===== src/rtl/rr_burst_arbiter_pkg.sv =====
// rr_burst_arbiter_pkg: shared FSM state type and width helpers for the burst arbiter
package rr_burst_arbiter_pkg;

    typedef enum logic {IDLE, BURST} state_t;

    function automatic int tag_w(input int n);
        return (n > 1) ? $clog2(n) : 1;
    endfunction

    function automatic int cnt_w(input int m);
        return $clog2(m + 1);
    endfunction

endpackage


===== src/rtl/rr_burst_arbiter_if.sv =====
// rr_burst_arbiter_if: FIFO-bank status in, pop request/select out
interface rr_burst_arbiter_if
    import rr_burst_arbiter_pkg::*;
#(
    parameter int NUM_FIFOS = 4,
    parameter int MAX_BURST = 2
);
    localparam int TAGWIDTH = tag_w(NUM_FIFOS);
    localparam int CNTW     = cnt_w(MAX_BURST);

    logic [NUM_FIFOS-1:0] empty;
    logic                 ds_ready;
    logic                 req;
    logic [TAGWIDTH-1:0]  gnt_sel;
    logic [NUM_FIFOS-1:0] gnt;
    logic [CNTW-1:0]      burst_cnt;

    modport master (input empty, ds_ready, output req, gnt_sel, gnt, burst_cnt);
    modport slave  (output empty, ds_ready, input req, gnt_sel, gnt, burst_cnt);

endinterface


===== src/rtl/rr_burst_arbiter_pick.sv =====
// rr_priority_pick: first set bit of i_vec at or after i_start, wrapping around
module rr_priority_pick
    import rr_burst_arbiter_pkg::*;
#(
    parameter int N  = 4,
    parameter int TW = tag_w(N)
) (
    input  logic [N-1:0]  i_vec,
    input  logic [TW-1:0] i_start,
    output logic [TW-1:0] o_idx,
    output logic          o_found
);
    // Scan from the farthest offset down so the nearest hit wins.
    always_comb begin
        o_idx   = '0;
        o_found = 1'b0;
        for (int k = N - 1; k >= 0; k--) begin
            if (i_vec[TW'((int'(i_start) + k) % N)]) begin
                o_idx   = TW'((int'(i_start) + k) % N);
                o_found = 1'b1;
            end
        end
    end

endmodule


===== src/rtl/rr_burst_arbiter.sv =====
// rr_burst_arbiter: round-robin pop arbiter letting an owner hold the grant for up to MAX_BURST pops
module rr_burst_arbiter
    import rr_burst_arbiter_pkg::*;
#(
    parameter int NUM_FIFOS = 4,
    parameter int MAX_BURST = 2
) (
    input logic                clk,
    input logic                rst,
    rr_burst_arbiter_if.master bus
);
    localparam int TAGWIDTH = tag_w(NUM_FIFOS);
    localparam int CNTW     = cnt_w(MAX_BURST);

    state_t               r_state, w_state_nx;
    logic [TAGWIDTH-1:0]  r_last, w_last_nx, w_start, w_cand, w_sel;
    logic [CNTW-1:0]      r_cnt, w_cnt_nx;
    logic [NUM_FIFOS-1:0] w_avail;
    logic                 w_any, w_hold, w_req;

    assign w_avail = ~bus.empty;
    assign w_start = (r_last == TAGWIDTH'(NUM_FIFOS - 1)) ? '0 : r_last + 1'b1;

    rr_priority_pick #(.N(NUM_FIFOS), .TW(TAGWIDTH)) u_pick (
        .i_vec   (w_avail),
        .i_start (w_start),
        .o_idx   (w_cand),
        .o_found (w_any)
    );

    assign w_hold = (r_state == BURST) && w_avail[r_last] && (r_cnt < CNTW'(MAX_BURST));
    assign w_sel  = w_hold ? r_last : w_cand;
    assign w_req  = bus.ds_ready & w_any & ~rst;

    assign bus.req       = w_req;
    assign bus.gnt_sel   = w_sel;
    assign bus.gnt       = w_req ? (NUM_FIFOS'(1) << w_sel) : '0;
    assign bus.burst_cnt = r_cnt;

    // Without a pop (ds_ready low) everything holds; an all-empty bank drops any burst.
    always_comb begin
        w_state_nx = r_state;
        w_last_nx  = r_last;
        w_cnt_nx   = r_cnt;
        if (!w_any) begin
            w_state_nx = IDLE;
            w_cnt_nx   = '0;
        end else if (w_req && w_hold) begin
            w_cnt_nx   = r_cnt + 1'b1;
            w_state_nx = (r_cnt == CNTW'(MAX_BURST - 1)) ? IDLE : BURST;
        end else if (w_req) begin
            w_last_nx  = w_sel;
            w_cnt_nx   = CNTW'(1);
            w_state_nx = (MAX_BURST > 1) ? BURST : IDLE;
        end
    end

    always_ff @(posedge clk) begin
        if (rst) begin
            r_state <= IDLE;
            r_last  <= TAGWIDTH'(NUM_FIFOS - 1);
            r_cnt   <= '0;
        end else begin
            r_state <= w_state_nx;
            r_last  <= w_last_nx;
            r_cnt   <= w_cnt_nx;
        end
    end

    a_nonempty: assert property (@(posedge clk) disable iff (rst) bus.req |-> !bus.empty[bus.gnt_sel]);
    a_onehot:   assert property (@(posedge clk) disable iff (rst) $onehot0(bus.gnt));

    // Per-FIFO count of pops given to others while this FIFO waits non-empty.
    for (genvar g = 0; g < NUM_FIFOS; g++) begin : g_fair
        logic [15:0] r_wait;
        always_ff @(posedge clk) begin
            r_wait <= (rst || !w_avail[g] || bus.gnt[g]) ? '0 : r_wait + 16'(w_req);
        end
        a_fair: assert property (@(posedge clk) disable iff (rst)
            r_wait <= 16'((NUM_FIFOS - 1) * MAX_BURST));
    end

endmodule


===== src/flat_wrapper.sv =====
// flat-port wrapper written by rule: the top's interface ports become plain ports
module rr_burst_arbiter_flat import rr_burst_arbiter_pkg::*;
#(
    parameter int NUM_FIFOS = 4,
    parameter int MAX_BURST = 2
)
  (clk, rst, bus_empty, bus_ds_ready, bus_req, bus_gnt_sel, bus_gnt, bus_burst_cnt);
  rr_burst_arbiter_if #(.NUM_FIFOS(NUM_FIFOS), .MAX_BURST(MAX_BURST)) bus_i ();
  input logic clk;
  input logic rst;
  input wire logic [$bits(bus_i.empty)-1:0] bus_empty;
  input wire logic [$bits(bus_i.ds_ready)-1:0] bus_ds_ready;
  output wire logic [$bits(bus_i.req)-1:0] bus_req;
  output wire logic [$bits(bus_i.gnt_sel)-1:0] bus_gnt_sel;
  output wire logic [$bits(bus_i.gnt)-1:0] bus_gnt;
  output wire logic [$bits(bus_i.burst_cnt)-1:0] bus_burst_cnt;
  assign bus_i.empty = bus_empty;
  assign bus_i.ds_ready = bus_ds_ready;
  assign bus_req = bus_i.req;
  assign bus_gnt_sel = bus_i.gnt_sel;
  assign bus_gnt = bus_i.gnt;
  assign bus_burst_cnt = bus_i.burst_cnt;
  rr_burst_arbiter #(.NUM_FIFOS(NUM_FIFOS), .MAX_BURST(MAX_BURST)) u_core (.clk(clk), .rst(rst), .bus(bus_i));
endmodule

===== config.mk =====
export PLATFORM = sky130hd
export DESIGN_NAME = rr_burst_arbiter_flat
export DESIGN_NICKNAME = d
export VERILOG_FILES = /design/src/rtl/rr_burst_arbiter_pkg.sv /design/src/rtl/rr_burst_arbiter_if.sv /design/src/rtl/rr_burst_arbiter_pick.sv /design/src/rtl/rr_burst_arbiter.sv /design/src/flat_wrapper.sv
export SDC_FILE = /design/constraint.sdc
export NUM_CORES = 1
export LEC_CHECK = 0
export CAP_MARGIN = 20
export CORE_MARGIN = 5
export CORE_UTILIZATION = 35
export DETAILED_ROUTE_END_ITERATION = 10
export GPL_TIMING_DRIVEN = 0
export SETUP_SLACK_MARGIN = 0.15
export SLEW_MARGIN = 30
export SYNTH_ARGS = -nofsm -noshare
export SYNTH_HDL_FRONTEND = slang
export SYNTH_SLANG_ARGS = --single-unit

===== constraint.sdc =====
create_clock -name clk -period 5.4 [get_ports clk]
set_clock_uncertainty 0.2 [all_clocks]
set_input_delay 1.08 -clock clk [delete_from_list [all_inputs] [get_ports clk]]
set_output_delay 1.08 -clock clk [all_outputs]
set_load 0.02 [all_outputs]

==> impl_metrics.ini <==
[synthesis]
synth.largest_area_cell = dfxtp_1
seq_area_frac_synth_pct = 21.3
syn_avg_cell_area_um2 = 8.25
synth_commonest_cells = 7 x nand2_1, 5 x dfxtp_1, 4 x a21oi_1, 4 x inv_1, 4 x nand2b_1
synth_ff_type = dfxtp_1
synth_most_common_cell = nand2_1
netlist_area_um2 = 470
ys_types = 29
synth-edff-count = 0
synthArstFlopShare_pct = 0
syn_inst = 57
ys_ff_latch = 5
ys_top_cells_by_area = dfxtp_1 21%, mux2i_1 6.4%, nand2_1 5.6%
synth_warnings = 0
yosysTopAreaCellShare_pct = 21.3
syn_nets = 66

[placement]
dp_cells = 87
place_hpwl_um = 938
place_area_um2 = 639
place_congestion = 0.687
portBuffers = 15

[worst_hold_path]
hp-class = reg2reg

[die]
dieHeight_um = 46.7
core-area_um2 = 1280
chipWidth_um = 46.7
die-area_um2 = 2180
io_pins = 16
initial_core_util_pct = 36.6
rows = 13

[detailed_routing]
via_per_inst = 5.70
detail_route.first_pass.iterations = 4
drt-initial-drc-count = 12
drt_wl_total_um = 1250
wire_per_inst_um = 13.7
routed-via-count = 519
drcViolationCount = 0
ant_nets = 0

[power_and_ir_drop]
p_sw_mw = 0.0511
p_sw_share_pct = 34.5
comb_power_share_pct = 41.6
seq_power_share_pct = 28.7
powerDensity_nw_per_um2 = 223
vdd_drop_max_mv = 0.130
pwr-share-clk_pct = 29.8
intPower_mw = 0.0970
power.total_mw = 0.148
p_leak_nw = 0.280

[worst_setup_path]
arrival_ns = 3.51
required_ns = 4.12
startpoint_type = primary input
r2r_start = u_core.r_last[0]
worstRegToRegCells = 6
endpoint = bus_gnt[0]
ff2ff_setup_slack_ns = 3.46
r2r_end = u_core.r_last[1]
endpoint_kind = output port
path_max_fanout = 6
critPathLaunch = bus_empty[1]
critPathKind = in2out

[timing]
finalSetupViolCount = 0
slew_headroom_pct = 71.6
rsz0062_at_grt = no
tns_ns = 0
fmax_mhz = 209
timing.final.hold_violations = 0
fin_crit_sh_pct = 88.6
drv_slew = 0
tightest_slew_ns = 0.427
period_minus_slack_ns = 4.79
hold-worst-slack_ns = 0.287

[clock_tree]
clock_sinks = 5
post_cts_buffers = 0
cts_resized = 0
numCtsBuffers = 3
htree_num_levels = 1
clock_path_buffers = 2
cts_tree = built
clk_latency_ns = 0.25
clk_pin_slew_worst_paths_ns = 0.04
cts_root_buffer = clkbuf_4
hold_buffers = 0

[cells_and_area]
diodes = 0
final_nets = 86
layout-drive-gt1-share_pct = 11.8
layout.cells.non_filler = 91
area_growth_pct = 41.5
fin_area_um2 = 666

[global_routing]
grt_max_degree = 11
track_usage_pct = 14.5
antenna_found_initial = 0
grt_pass1_wl_um = 2220
grt_pass1_vias = 541
grt_overflow = 0

[run_status]
status = complete, no violations

[job]
max_cap_viol_count = 0
## critical path, stage by stage
cell,delay (ns)
clkdlybuf4s50_1,0.53
a41oi_1,0.43
nand2_1,0.17
clkinv_2,0.10
nand3_4,0.09
or3b_1,0.39
o31ai_1,0.07
clkdlybuf4s50_1,0.65
## through the flow
stage	util (%)	worst slack, ns
floorplan	-	1.80
global placement	49.8	0.618
detailed placement	49.8	0.608
CTS	51.8	0.596
global route	51.8	0.509
finish	51.8	0.613
## final cells by class
class                   instances  area (um^2)
fillers                       137          619
well taps                      15         18.8
repair buffers                 15          150
inverters                       5         20.0
flip-flops and latches          5          100
multi-input cells              46          339
plain buffers                   1         11.3
clock buffers                   4         26.3
## cell usage in the layout (no fill, tap or decap), drive strengths merged
master,n
nand2,7
o21bai,1
clkdlybuf4s50,15
a31oi,2
dfxtp,5
buf,1
a21oi,4
mux2,1
or3,1
o31ai,2
clkinv,1
a2111oi,1
clkbuf,4
or3b,2
nand3b,1
nand2b,4
a21boi,1
nand4,1
ha,2
nor2,2
nand3,2
nand4b,2
o22ai,1
inv,4
a211o,2
a41oi,1
o21ai,2
o311ai,1
mux2i,3
## per-layer routing
metal,up-vias,wire length [um],GRT usage (%),part of all wire (%)
met1,242,525,16.7,42
met2,19,596,22.8,48
met3,0,123,8.59,9.9
li1,258,-,-,-
met5,-,0,0,0
met4,0,0,3.31,0
## how the worst min path moves through the flow
stage | from | slack [ns] | depth (start not counted) | end
4_1_cts | u_core.bus.burst_cnt[0] | 0.29 | 1 | u_core.bus.burst_cnt[0]
3_3_place_gp | u_core.bus.burst_cnt[0] | 0.28 | 1 | u_core.bus.burst_cnt[0]
2_1_floorplan | u_core.r_last[1] | 0.30 | 1 | u_core.r_last[1]
5_1_grt | u_core.bus.burst_cnt[0] | 0.32 | 1 | u_core.bus.burst_cnt[0]
3_5_place_dp | u_core.bus.burst_cnt[0] | 0.28 | 1 | u_core.bus.burst_cnt[0]
6_report | u_core.bus.burst_cnt[1] | 0.29 | 2 | u_core.bus.burst_cnt[1]
## power by group through the flow
stage                     combinational (mW)  sequential [mW]  clock (mW)
final                                 0.0616           0.0425      0.0441
after global routing                  0.0678           0.0427      0.0520
after CTS                             0.0621           0.0425      0.0460
after detailed placement              0.0617           0.0432           0
after global placement                0.0611           0.0431           0
after floorplan                       0.0371           0.0435           0
## sequential cells by signal (all words and copies together), names as in the netlist
name	count
u_core.bus.burst_cnt	2
u_core.r_last	2
u_core.r_state	1
## kinds of logic after synthesis
family / count (synthesis) / share of synthesized area [%]
DFF: 5 / 21.3
buffers and inverters: 6 / 6.65
and+or+nand+nor: 22 / 30.3
AOI/OAI and AO/OA: 18 / 27.7
adders and majority gates: 2 / 5.32
muxes: 4 / 8.78
No activity file was read; power rests on OpenSTA's default activity.
